`config.mk`:
```
export PLATFORM = sky130hd
export DESIGN_NAME = ras_call_ret_detector
export DESIGN_NICKNAME = d
export VERILOG_FILES = /design/src/rtl/ras_call_ret_detector.sv
export SDC_FILE = /design/constraint.sdc
export NUM_CORES = 1
export LEC_CHECK = 0
export CAP_MARGIN = 10
export CELL_PAD_IN_SITES_DETAIL_PLACEMENT = 2
export CELL_PAD_IN_SITES_GLOBAL_PLACEMENT = 2
export CORE_MARGIN = 4
export CORE_UTILIZATION = 19
export DETAILED_ROUTE_END_ITERATION = 8
export GPL_ROUTABILITY_DRIVEN = 0
export GPL_TIMING_DRIVEN = 0
export MAX_ROUTING_LAYER = met4
export PLACE_DENSITY = 0.83
export SLEW_MARGIN = 20
export SYNTH_ARGS = -nofsm -noshare
export SYNTH_HDL_FRONTEND = slang
export SYNTH_SLANG_ARGS = --single-unit
```
`constraint.sdc`:
```
create_clock -name clk_i -period 1.55 [get_ports clk_i]
set_input_delay 0.31 -clock clk_i [delete_from_list [all_inputs] [get_ports clk_i]]
set_output_delay 0.31 -clock clk_i [all_outputs]
set_load 0.01 [all_outputs]
```
`src/rtl/ras_call_ret_detector.sv`:
```
// ras_call_ret_detector
//
// Front-end stage directly upstream of return_stack_buffer. Each fetched
// RV32 instruction is classified as call, return or coroutine swap using
// the RISC-V link-register hints (x1/x5). The stage drives the stack push
// and pop strobes once per accepted instruction. It registers the
// instruction toward decode together with a return-target prediction
// taken from the stack top.
//
// Optional feature macro: RAS_COROUTINE_EN
//   defined   : coroutine swap (JALR rd=link, rs1=link, rd!=rs1) pops (if
//               the stack is non-empty) and pushes in the same cycle. The
//               stack turns this into replace-at-top. The popped top is
//               used as the prediction.
//   undefined : coroutine swap is treated as a plain push, with no
//               prediction.
//
// Ports
//   clk_i, rst_i          clock, synchronous active-high reset
//   flush_i               redirect; kills stage contents, blocks accept
//   fetch_valid_i/ready_o upstream handshake
//   fetch_pc_i/instr_i    upstream payload
//   dec_valid_o/ready_i   downstream handshake
//   dec_pc_o/instr_o      registered payload
//   dec_pred_taken_o      return target predicted
//   dec_pred_target_o     predicted return target (0 when not taken)
//   rsb_push_en_o/addr_o  push strobe / return address (pc + 4)
//   rsb_pop_en_o          pop strobe
//   rsb_pop_addr_i        stack top
//   rsb_pop_valid_i       stack non-empty
//
// Handshake: a transfer happens on a rising edge where valid and ready
// are both high. Valid is never made dependent on ready. Payload is held
// stable while valid is high and ready is low. Upstream acceptance
// additionally requires flush_i low.
//
// State is visible as state_q (ST_EMPTY / ST_FULL) for checkers.

module ras_call_ret_detector #(
  parameter int ADDR_WIDTH = 32
) (
  input  logic                  clk_i,
  input  logic                  rst_i,
  input  logic                  flush_i,

  input  logic                  fetch_valid_i,
  output logic                  fetch_ready_o,
  input  logic [ADDR_WIDTH-1:0] fetch_pc_i,
  input  logic [31:0]           fetch_instr_i,

  output logic                  dec_valid_o,
  input  logic                  dec_ready_i,
  output logic [ADDR_WIDTH-1:0] dec_pc_o,
  output logic [31:0]           dec_instr_o,
  output logic                  dec_pred_taken_o,
  output logic [ADDR_WIDTH-1:0] dec_pred_target_o,

  output logic                  rsb_push_en_o,
  output logic [ADDR_WIDTH-1:0] rsb_push_addr_o,
  output logic                  rsb_pop_en_o,
  input  logic [ADDR_WIDTH-1:0] rsb_pop_addr_i,
  input  logic                  rsb_pop_valid_i
);

  localparam logic [6:0] OPC_JAL  = 7'b1101111;
  localparam logic [6:0] OPC_JALR = 7'b1100111;

  typedef enum logic {
    ST_EMPTY = 1'b0,
    ST_FULL  = 1'b1
  } state_e;

  state_e state_q, state_d;

  // ---------------------------------------------------------------------
  // Instruction decode
  // ---------------------------------------------------------------------
  logic [6:0] opcode;
  logic [2:0] funct3;
  logic [4:0] rd;
  logic [4:0] rs1;
  logic       is_jal;
  logic       is_jalr;
  logic       rd_link;
  logic       rs1_link;
  logic       coroutine_class;
  logic       push_class;
  logic       pop_class;

  function automatic logic is_link(input logic [4:0] r);
    return (r == 5'd1) || (r == 5'd5);
  endfunction

  assign opcode   = fetch_instr_i[6:0];
  assign rd       = fetch_instr_i[11:7];
  assign funct3   = fetch_instr_i[14:12];
  assign rs1      = fetch_instr_i[19:15];

  assign is_jal   = (opcode == OPC_JAL);
  assign is_jalr  = (opcode == OPC_JALR) && (funct3 == 3'b000);
  assign rd_link  = is_link(rd);
  assign rs1_link = is_link(rs1);

  // Both registers are links but they differ. This is the coroutine swap
  // hint. When rd == rs1, the hint is a plain call.
  assign coroutine_class = is_jalr & rd_link & rs1_link & (rd != rs1);

  // Any link-writing JAL/JALR pushes. This includes the coroutine swap in
  // both build configurations.
  assign push_class = (is_jal | is_jalr) & rd_link;

`ifdef RAS_COROUTINE_EN
  assign pop_class = (is_jalr & ~rd_link & rs1_link) | coroutine_class;
`else
  assign pop_class = is_jalr & ~rd_link & rs1_link;
`endif

  // ---------------------------------------------------------------------
  // Handshake and stack strobes
  // ---------------------------------------------------------------------
  logic acc;
  logic pred_taken;

  // Reset forces ready low so that no strobe can leak out during reset.
  assign fetch_ready_o = ~rst_i & ~flush_i &
                         ((state_q == ST_EMPTY) | dec_ready_i);
  assign acc           = fetch_valid_i & fetch_ready_o & ~flush_i;

  // An empty stack on a return gives no pop and no prediction. The
  // instruction still passes through.
  assign pred_taken      = pop_class & rsb_pop_valid_i;

  assign rsb_push_en_o   = acc & push_class;
  assign rsb_pop_en_o    = acc & pred_taken;
  assign rsb_push_addr_o = fetch_pc_i + ADDR_WIDTH'(4);

  // ---------------------------------------------------------------------
  // Stage FSM
  // ---------------------------------------------------------------------
  always_comb begin
    state_d = state_q;
    unique case (state_q)
      ST_EMPTY: begin
        if (acc) state_d = ST_FULL;
      end
      ST_FULL: begin
        // acc while FULL implies dec_ready_i, which means a reload.
        if (dec_ready_i && !acc) state_d = ST_EMPTY;
      end
      default: state_d = ST_EMPTY;
    endcase
    if (flush_i) state_d = ST_EMPTY;
  end

  always_ff @(posedge clk_i) begin
    if (rst_i) begin
      state_q <= ST_EMPTY;
    end else begin
      state_q <= state_d;
    end
  end

  // ---------------------------------------------------------------------
  // Payload registers: these load only on accept, so they hold through
  // stalls.
  // ---------------------------------------------------------------------
  logic [ADDR_WIDTH-1:0] pc_q;
  logic [31:0]           instr_q;
  logic                  taken_q;
  logic [ADDR_WIDTH-1:0] target_q;

  always_ff @(posedge clk_i) begin
    if (rst_i) begin
      pc_q     <= '0;
      instr_q  <= '0;
      taken_q  <= 1'b0;
      target_q <= '0;
    end else if (acc) begin
      pc_q     <= fetch_pc_i;
      instr_q  <= fetch_instr_i;
      taken_q  <= pred_taken;
      target_q <= pred_taken ? rsb_pop_addr_i : '0;
    end
  end

  assign dec_valid_o       = (state_q == ST_FULL);
  assign dec_pc_o          = pc_q;
  assign dec_instr_o       = instr_q;
  assign dec_pred_taken_o  = taken_q;
  assign dec_pred_target_o = target_q;

endmodule
```
Yosys cells after proc, flatten, opt, wreduce, memory -nomap -nowiden --
Cells that the tools add are included.
Operators by class: mux-type cells 4, bitwise gates (word level) 16, reduce and logical (&&, ||, !) cells 7, equality and inequality tests 6, $add $sub $neg 1
Operator list (count):
- adder 32 x 3 -> 32 bit (second input constant) | 1
- two-way mux 32 bit | 1
- equality test 7 bit (second input constant) | 2
- AND 1 bit | 10
- equality test 5 x 1 -> 1 bit (second input constant) | 2
- equality test 5 x 3 -> 1 bit (second input constant) | 2
- inverter 1 bit | 4
- logical NOT 3 bit | 1
- logical AND 1 bit | 2
- logical OR 1 bit | 2
- two-way mux 1 bit | 2
- bitwise OR 1 bit | 2
- case mux 1 bit (2 select lines) | 1
- OR reduction 2 bit | 1
- logical NOT 1 bit | 1
Word-level totals: bits of input ports 102, bits in registers 98, word-level logic and storage cells 39, output and inout port bits 133

Logic depth before layout (Yosys ltp) --
Gate-level depths: netlist of the first run.
depth in word-level cells 9, gate-level depth with buffers 8, mapped depth without buffers 5

Worst setup path after synthesis of the first run --
OpenSTA, ideal clock, no wires.
path kind input-to-output, start in fetch_pc_i[2], end out rsb_push_addr_o[12], arrival 1.347 ns, path buffers 0, stages on the path 5, data required time 1.240 ns, setup slack -0.107 ns, cell sequence ha_1 nand3_1 nor2_1 and3_2 xor2_1
On the way: cells in the longest elaborated chain, start to end 1
Ends and longest elaborated chain:
- start: declaration | line 48 | input logic [ADDR_WIDTH-1:0] fetch_pc_i,
- adder 32 x 3 -> 32 bit | line 135 | assign rsb_push_addr_o = fetch_pc_i + ADDR_WIDTH'(4);
- end: declaration | line 59 | output logic [ADDR_WIDTH-1:0] rsb_push_addr_o,
Every way passes these cells.

Final worst setup path of the first run --
start in fetch_pc_i[9], end out rsb_push_addr_o[13]
Same word-level chain as after synthesis.

==> results_dict.tcl, run 1 <==
set metrics [dict create \
    synth.avg_cell_area_um2 8.10 \
    area_growth_pct 82.3 \
    finish.utilization_pct 35.3 \
    r2r_end "dec_pc_o[13]" \
    synth_top_family_by_area "simple AND/OR/NAND/NOR gates" \
    chipWidth_um 163 \
    drtIter0Drc 210 \
    viasPerCell 4.70 \
    startpoint "fetch_pc_i[9]" \
    swShare_pct 28.6 \
    n_fill_cell 2692 \
    syn_inst 565 \
    grt_pass1_wl_um 36700 \
    status "complete, but fails checks" \
    gr-total-overflow 0 \
    grt_pass1_vias 6114 \
    async_flop_share_pct 0 \
    slew_headroom_pct 50.8 \
    violations "setup timing" \
    synth.distinct_cells 34 \
    syn-cell-area_um2 4570 \
    p_leak_uw 0.00373 \
    worstSetupPathType "in -> out" \
    period_needed_ps 2090 \
    cts-buffers-inserted 9 \
    crit_fanout 4 \
    seq_area_frac_synth_pct 42.9 \
    clock-root-buffer "clkbuf_16" \
    insertion_delay_ps 360 \
    setup_slack_ps -538 \
    pwr-share-seq_pct 43.6 \
    pwr-share-clk_pct 37.7 \
    core_area_um2 23600 \
    portBuffers 233 \
    antenna_left 0 \
    rsz0062_at_grt "yes" \
    rows 56 \
    cts_max_level 3 \
    tritoncts "done" \
    hp-class "in -> reg" \
    drt_pass1_iterations 4 \
    diodes 0 \
    cp.required_ps 1240 \
    synthAdderAreaFrac_pct 0.274 \
    hold_buffers 0 \
    start_kind "input port" \
    antenna_found_initial 0 \
    synth-simple-area-share_pct 34.0 \
    power_frac_comb_pct 18.8 \
    cp.arrival_ps 1780 \
    peakVddDrop_v 0.000411 \
    synth_xor_area_share_pct 5.36 \
    synth_edf_count 0 \
    io_pins 235 \
    synth_compound_area_share_pct 10.9 \
    fin_worst_skew_ps 8.64 \
    drt_wl_total_um 26600 \
    fin_crit_sh_pct 135 \
    die_y_um 163 \
    grt_max_degree 17 \
    worst_setup_path_end_kind "output port" \
    clkSinkCount 98 \
    cts.clk_slew.worst_paths_ps 80 \
    dp_hpwl_um 16500 \
    rr_worst_depth 7 \
    grt_usage_pct 18.6 \
    synth.mux.area_fraction_pct 0 \
    wire_per_inst_um 22.2 \
    cts_buffer_depth 2 \
    syn_nets 668 \
    post-route-drc-count 0 \
    finalPower_uw 5970 \
    r2r_start "dec_valid_o" \
    p_int_uw 4260 \
    synth_flop_cell "dfxtp_1" \
    worst_pin_slew_ps 738 \
    routed-via-count 5623 \
    setup_violations 28 \
    maxCapViolations 0 \
    ys_seq_elements 98 \
    p_switching_uw 1710 \
    finalHoldViolations 0 \
    synth_warnings 0 \
    power_density_nw_per_um2 716 \
    slew_violations 0 \
    layout.nets 977 \
    rrSetupSlack_ps -90 \
    drive_gt1_share_pct 25.6 \
    initial_utilization_pct 19.4 \
    cp-endpoint "rsb_push_addr_o[13]" \
    fmax_ghz 0.479 \
    dieArea_um2 26600 \
    dp_slack_ps -1410 \
]
[routing by layer]
metal	vias to the layer above	GRT usage [%]	share of wire, %	wire length (µm)
li1	2572	-	-	-
met1	2784	19.5	38	10100
met2	217	33.1	51	13600
met3	50	5.50	7.4	1980
met4	0	6.94	3.3	881
met5	-	-	0	0
[state kept, by name (all words and copies together), names as in the netlist]
signal	count
dec_instr_o	32
dec_pred_taken_o	1
dec_pred_target_o	32
dec_valid_o	1
dec_pc_o	32
[cell type report]
cell class	instances	area, µm²	share of cell area (%)
Timing Repair Buffer	299	2720	32.6
Multi-Input combinational cell	412	2600	31.2
Sequential cell	98	1960	23.5
Tap cell	319	399	4.79
Buffer	49	357	4.28
Clock buffer	10	239	2.87
Clock inverter	5	37.5	0.450
Inverter	5	18.8	0.225
[through the flow]
step	hold WS (ps)	TNS (ps)	std cells	instance area (µm²)
after floorplan	446	0	565	4630
after global placement	438	-86270	1117	7360
after detailed placement	449	-91670	1117	7360
after CTS	190	-4060	1176	7990
after global routing	201	-9730	1197	8340
final	210	-8330	1197	8340
[power by group through the flow]
stage,registers [µW],clock network [µW],logic [µW]
6_report,2600,2250,1120
5_1_grt,2610,2460,1180
4_1_cts,2600,2340,1010
3_5_place_dp,2660,0,1010
3_3_place_gp,2660,0,988
2_1_floorplan,2680,0,312
[what timing repair did]
action | in CTS | in global routing
gates resized for setup | 481 | 74
pin swaps | 46 | 33
setup buffers | 45 | 23
setup endpoints to repair | 226 | 73
[how the worst min path moves through the flow]
stage                     cells after the start                  start  slack [ps]                    end
after floorplan                               2       fetch_instr_i[0]         450         dec_instr_o[0]
after global placement                        2  dec_pred_target_o[23]         440  dec_pred_target_o[23]
after detailed placement                      2   dec_pred_target_o[3]         450   dec_pred_target_o[3]
after CTS                                     3          fetch_pc_i[9]         190            dec_pc_o[9]
after global routing                          3          fetch_pc_i[9]         200            dec_pc_o[9]
final                                         3          fetch_pc_i[9]         210            dec_pc_o[9]
[synth_stat cells, types with 2 or more instances]
| library cell | count | share of area [%] |
|---|---|---|
| clkbuf_1 | 25 | 2.1 |
| xor2_1 | 6 | 1.1 |
| nor3_1 | 2 | 0.22 |
| xnor2_1 | 22 | 4.2 |
| inv_1 | 5 | 0.41 |
| nand4_4 | 2 | 0.93 |
| buf_2 | 12 | 1.3 |
| nor2_1 | 4 | 0.33 |
| and3_1 | 3 | 0.41 |
| and4b_1 | 32 | 7.0 |
| and4_1 | 2 | 0.38 |
| nand2_1 | 167 | 14 |
| a21oi_1 | 97 | 11 |
| nand4_1 | 46 | 6.3 |
| nand3_1 | 10 | 1.1 |
| buf_4 | 5 | 0.82 |
| nor3_4 | 3 | 1.1 |
| nor4_1 | 2 | 0.27 |
| dfxtp_1 | 98 | 43 |
| buf_6 | 8 | 2.0 |
[layout by cell type, fill, tap and decap left out, types with 5 or more instances in the layout]
master,Yosys,final
dlygate4sd2_1,0,110
nand4_1,46,46
nand3_4,0,6
buf_8,0,12
dfxtp_1,98,97
nor2_4,1,5
clkbuf_4,0,9
buf_2,12,40
nand2_1,167,165
clkdlybuf4s50_1,0,53
buf_4,5,56
and4b_1,32,32
xnor2_1,22,12
buf_6,8,28
clkbuf_1,25,14
xnor2_2,0,10
buf_12,0,11
clkbuf_16,0,9
a21oi_1,97,96
inv_1,5,5
clkbuf_2,0,6
xor2_1,6,5
[kinds of logic after synthesis]
logic type | count (synthesis)
AO/OA/AOI/OAI | 99
XOR/XNOR | 28
adder cells (fa/ha/maj) | 1
buffers and inverters | 55
flip-flops | 98
AND/OR/NAND/NOR | 284
[critical path: stages]
cell and delay [ps]:
buf_8 80, nand4_4 190, buf_6 190, buf_6 110
nor2_4 170, nand4_1 190, xnor2_1 320, buf_2 200
No activity file was read; power rests on OpenSTA's default activity.
==> run 2, diff against run 1 <==
Settings changed: CORE_MARGIN 4 to 2.
==> results_dict.tcl, run 2 (synthesized netlist as in run 1, its figures left out) <==
set metrics [dict create \
    area_growth_pct 82.7 \
    cpLargestDelayFamily "buffers and inverters" \
    post-route-drc-count 0 \
    drt_wl_total_um 25100 \
    chipWidth_um 159 \
    setup_slack_ps -501 \
    rows 56 \
    finalHoldViolations 0 \
    fin_crit_sh_pct 132 \
    antenna_found_initial 0 \
    cts-buffers-inserted 9 \
    io_pins 235 \
    rsz0062_at_grt "yes" \
    initial_utilization_pct 19.4 \
    period_needed_ps 2050 \
    slowest_delay_ps 310 \
    finalPower_uw 6160 \
    viasPerCell 4.57 \
    wire_per_inst_um 21.0 \
    cts_buffer_depth 2 \
    p_leak_uw 0.00377 \
    mostFrequentLayoutCells "nand2_1 (163), dlygate4sd2_1 (104), dfxtp_1 (97)" \
    cts_max_level 3 \
    crit_slowest_cell "xnor2_1" \
    cp_common_cell "buf_12" \
    routed-via-count 5453 \
    critical_path.cell_chain "buf_12, ha_4, nand3_4, buf_12, nor2_4, buf_6, nand3_2, xnor2_1, buf_2" \
    worstSetupPathType "in -> out" \
    worst_setup_path_end_kind "output port" \
    clkSinkCount 98 \
    worst_pin_slew_ps 614 \
    pwr-share-clk_pct 40.2 \
    dp_slack_ps -1410 \
    core_area_um2 23500 \
    finish.utilization_pct 35.5 \
    n_fill_cell 2624 \
    insertion_delay_ps 350 \
    status "complete, but fails checks" \
    drive_gt1_share_pct 25.7 \
    fmax_ghz 0.488 \
    setup_violations 28 \
    layout.nets 975 \
    grt_usage_pct 18.8 \
    grt_pass1_vias 5797 \
    fin_worst_skew_ps 6.71 \
    tns_ps -7980 \
    pwr-share-seq_pct 42.3 \
    cp.arrival_ps 1740 \
    cts.clk_slew.worst_paths_ps 70 \
    antenna_left 0 \
    power_frac_comb_pct 17.5 \
    hold_ws_ps 208 \
    tritoncts "done" \
    grt_pass1_wl_um 35600 \
    diodes 0 \
    cp.required_ps 1240 \
    drtIter0Drc 217 \
    grt_max_degree 15 \
    swShare_pct 26.1 \
    slew_headroom_pct 59.0 \
    p_int_uw 4550 \
    gr-total-overflow 0 \
    clock-root-buffer "clkbuf_16" \
    portBuffers 233 \
    p_switching_uw 1610 \
    crit_fanout 4 \
    drt_pass1_iterations 4 \
    path_buf_inv 4 \
    violations "setup timing" \
    maxCapViolations 0 \
    slew_violations 0 \
    dieArea_um2 25300 \
    start_kind "input port" \
    power_density_nw_per_um2 737 \
    hp-class "in -> reg" \
    peakVddDrop_v 0.000454 \
    die_y_um 159 \
    dp_hpwl_um 15900 \
    final_common_cell "nand2_1" \
]
==> run 2: what timing repair did <==
item,CTS,global route
gates resized for setup,477,81
hold buffers,0,0
setup buffers,48,20
setup endpoints to repair,221,81
pin swaps,48,31
==> run 2: worst paths after layout <==
kind,from,to,slack [ps],cells after the start
min,fetch_pc_i[20],dec_pc_o[20],210,3
max,fetch_pc_i[3],rsb_push_addr_o[28],-500,9
min reg2reg,dec_pred_target_o[3],dec_pred_target_o[3],450,2
max reg2reg,dec_valid_o,dec_pc_o[12],30,7
==> run 2: worst min-delay path, cell delays in order <==
cell and delay (ps):
buf_8 100, nand2_1 50, a21oi_1 50
==> run 2: cell type report <==
class	count	area (µm²)	share of cell area (%)
tap	319	399	4.78
multi-input combinational	412	2620	31.3
clock inverter	3	65.1	0.779
timing repair buffer	297	2710	32.4
clock buffer	11	243	2.91
sequential	98	1960	23.5
buffer	49	345	4.13
inverter	5	18.8	0.225
==> run 2: power groups by stage <==
| stage | logic, µW | registers [µW] | clock network, µW |
|---|---|---|---|
| floorplan | 312 | 2680 | 0 |
| global placement | 980 | 2660 | 0 |
| detailed placement | 1000 | 2660 | 0 |
| CTS | 1010 | 2600 | 2550 |
| global route | 1150 | 2610 | 2660 |
| finish | 1080 | 2600 | 2480 |
==> run 2: stage by stage <==
step | std cells | cell area (µm²)
CTS | 1178 | 8060
global route | 1194 | 8360
finish | 1194 | 8360
global placement | 1117 | 7360
detailed placement | 1117 | 7360
floorplan | 565 | 4630
==> run 2: per-layer routing <==
metal,share of wire (%),GRT usage (%)
met1,38,19.8
met3,6.8,5.31
met2,53,34.0
met5,0,-
met4,2.4,5.95
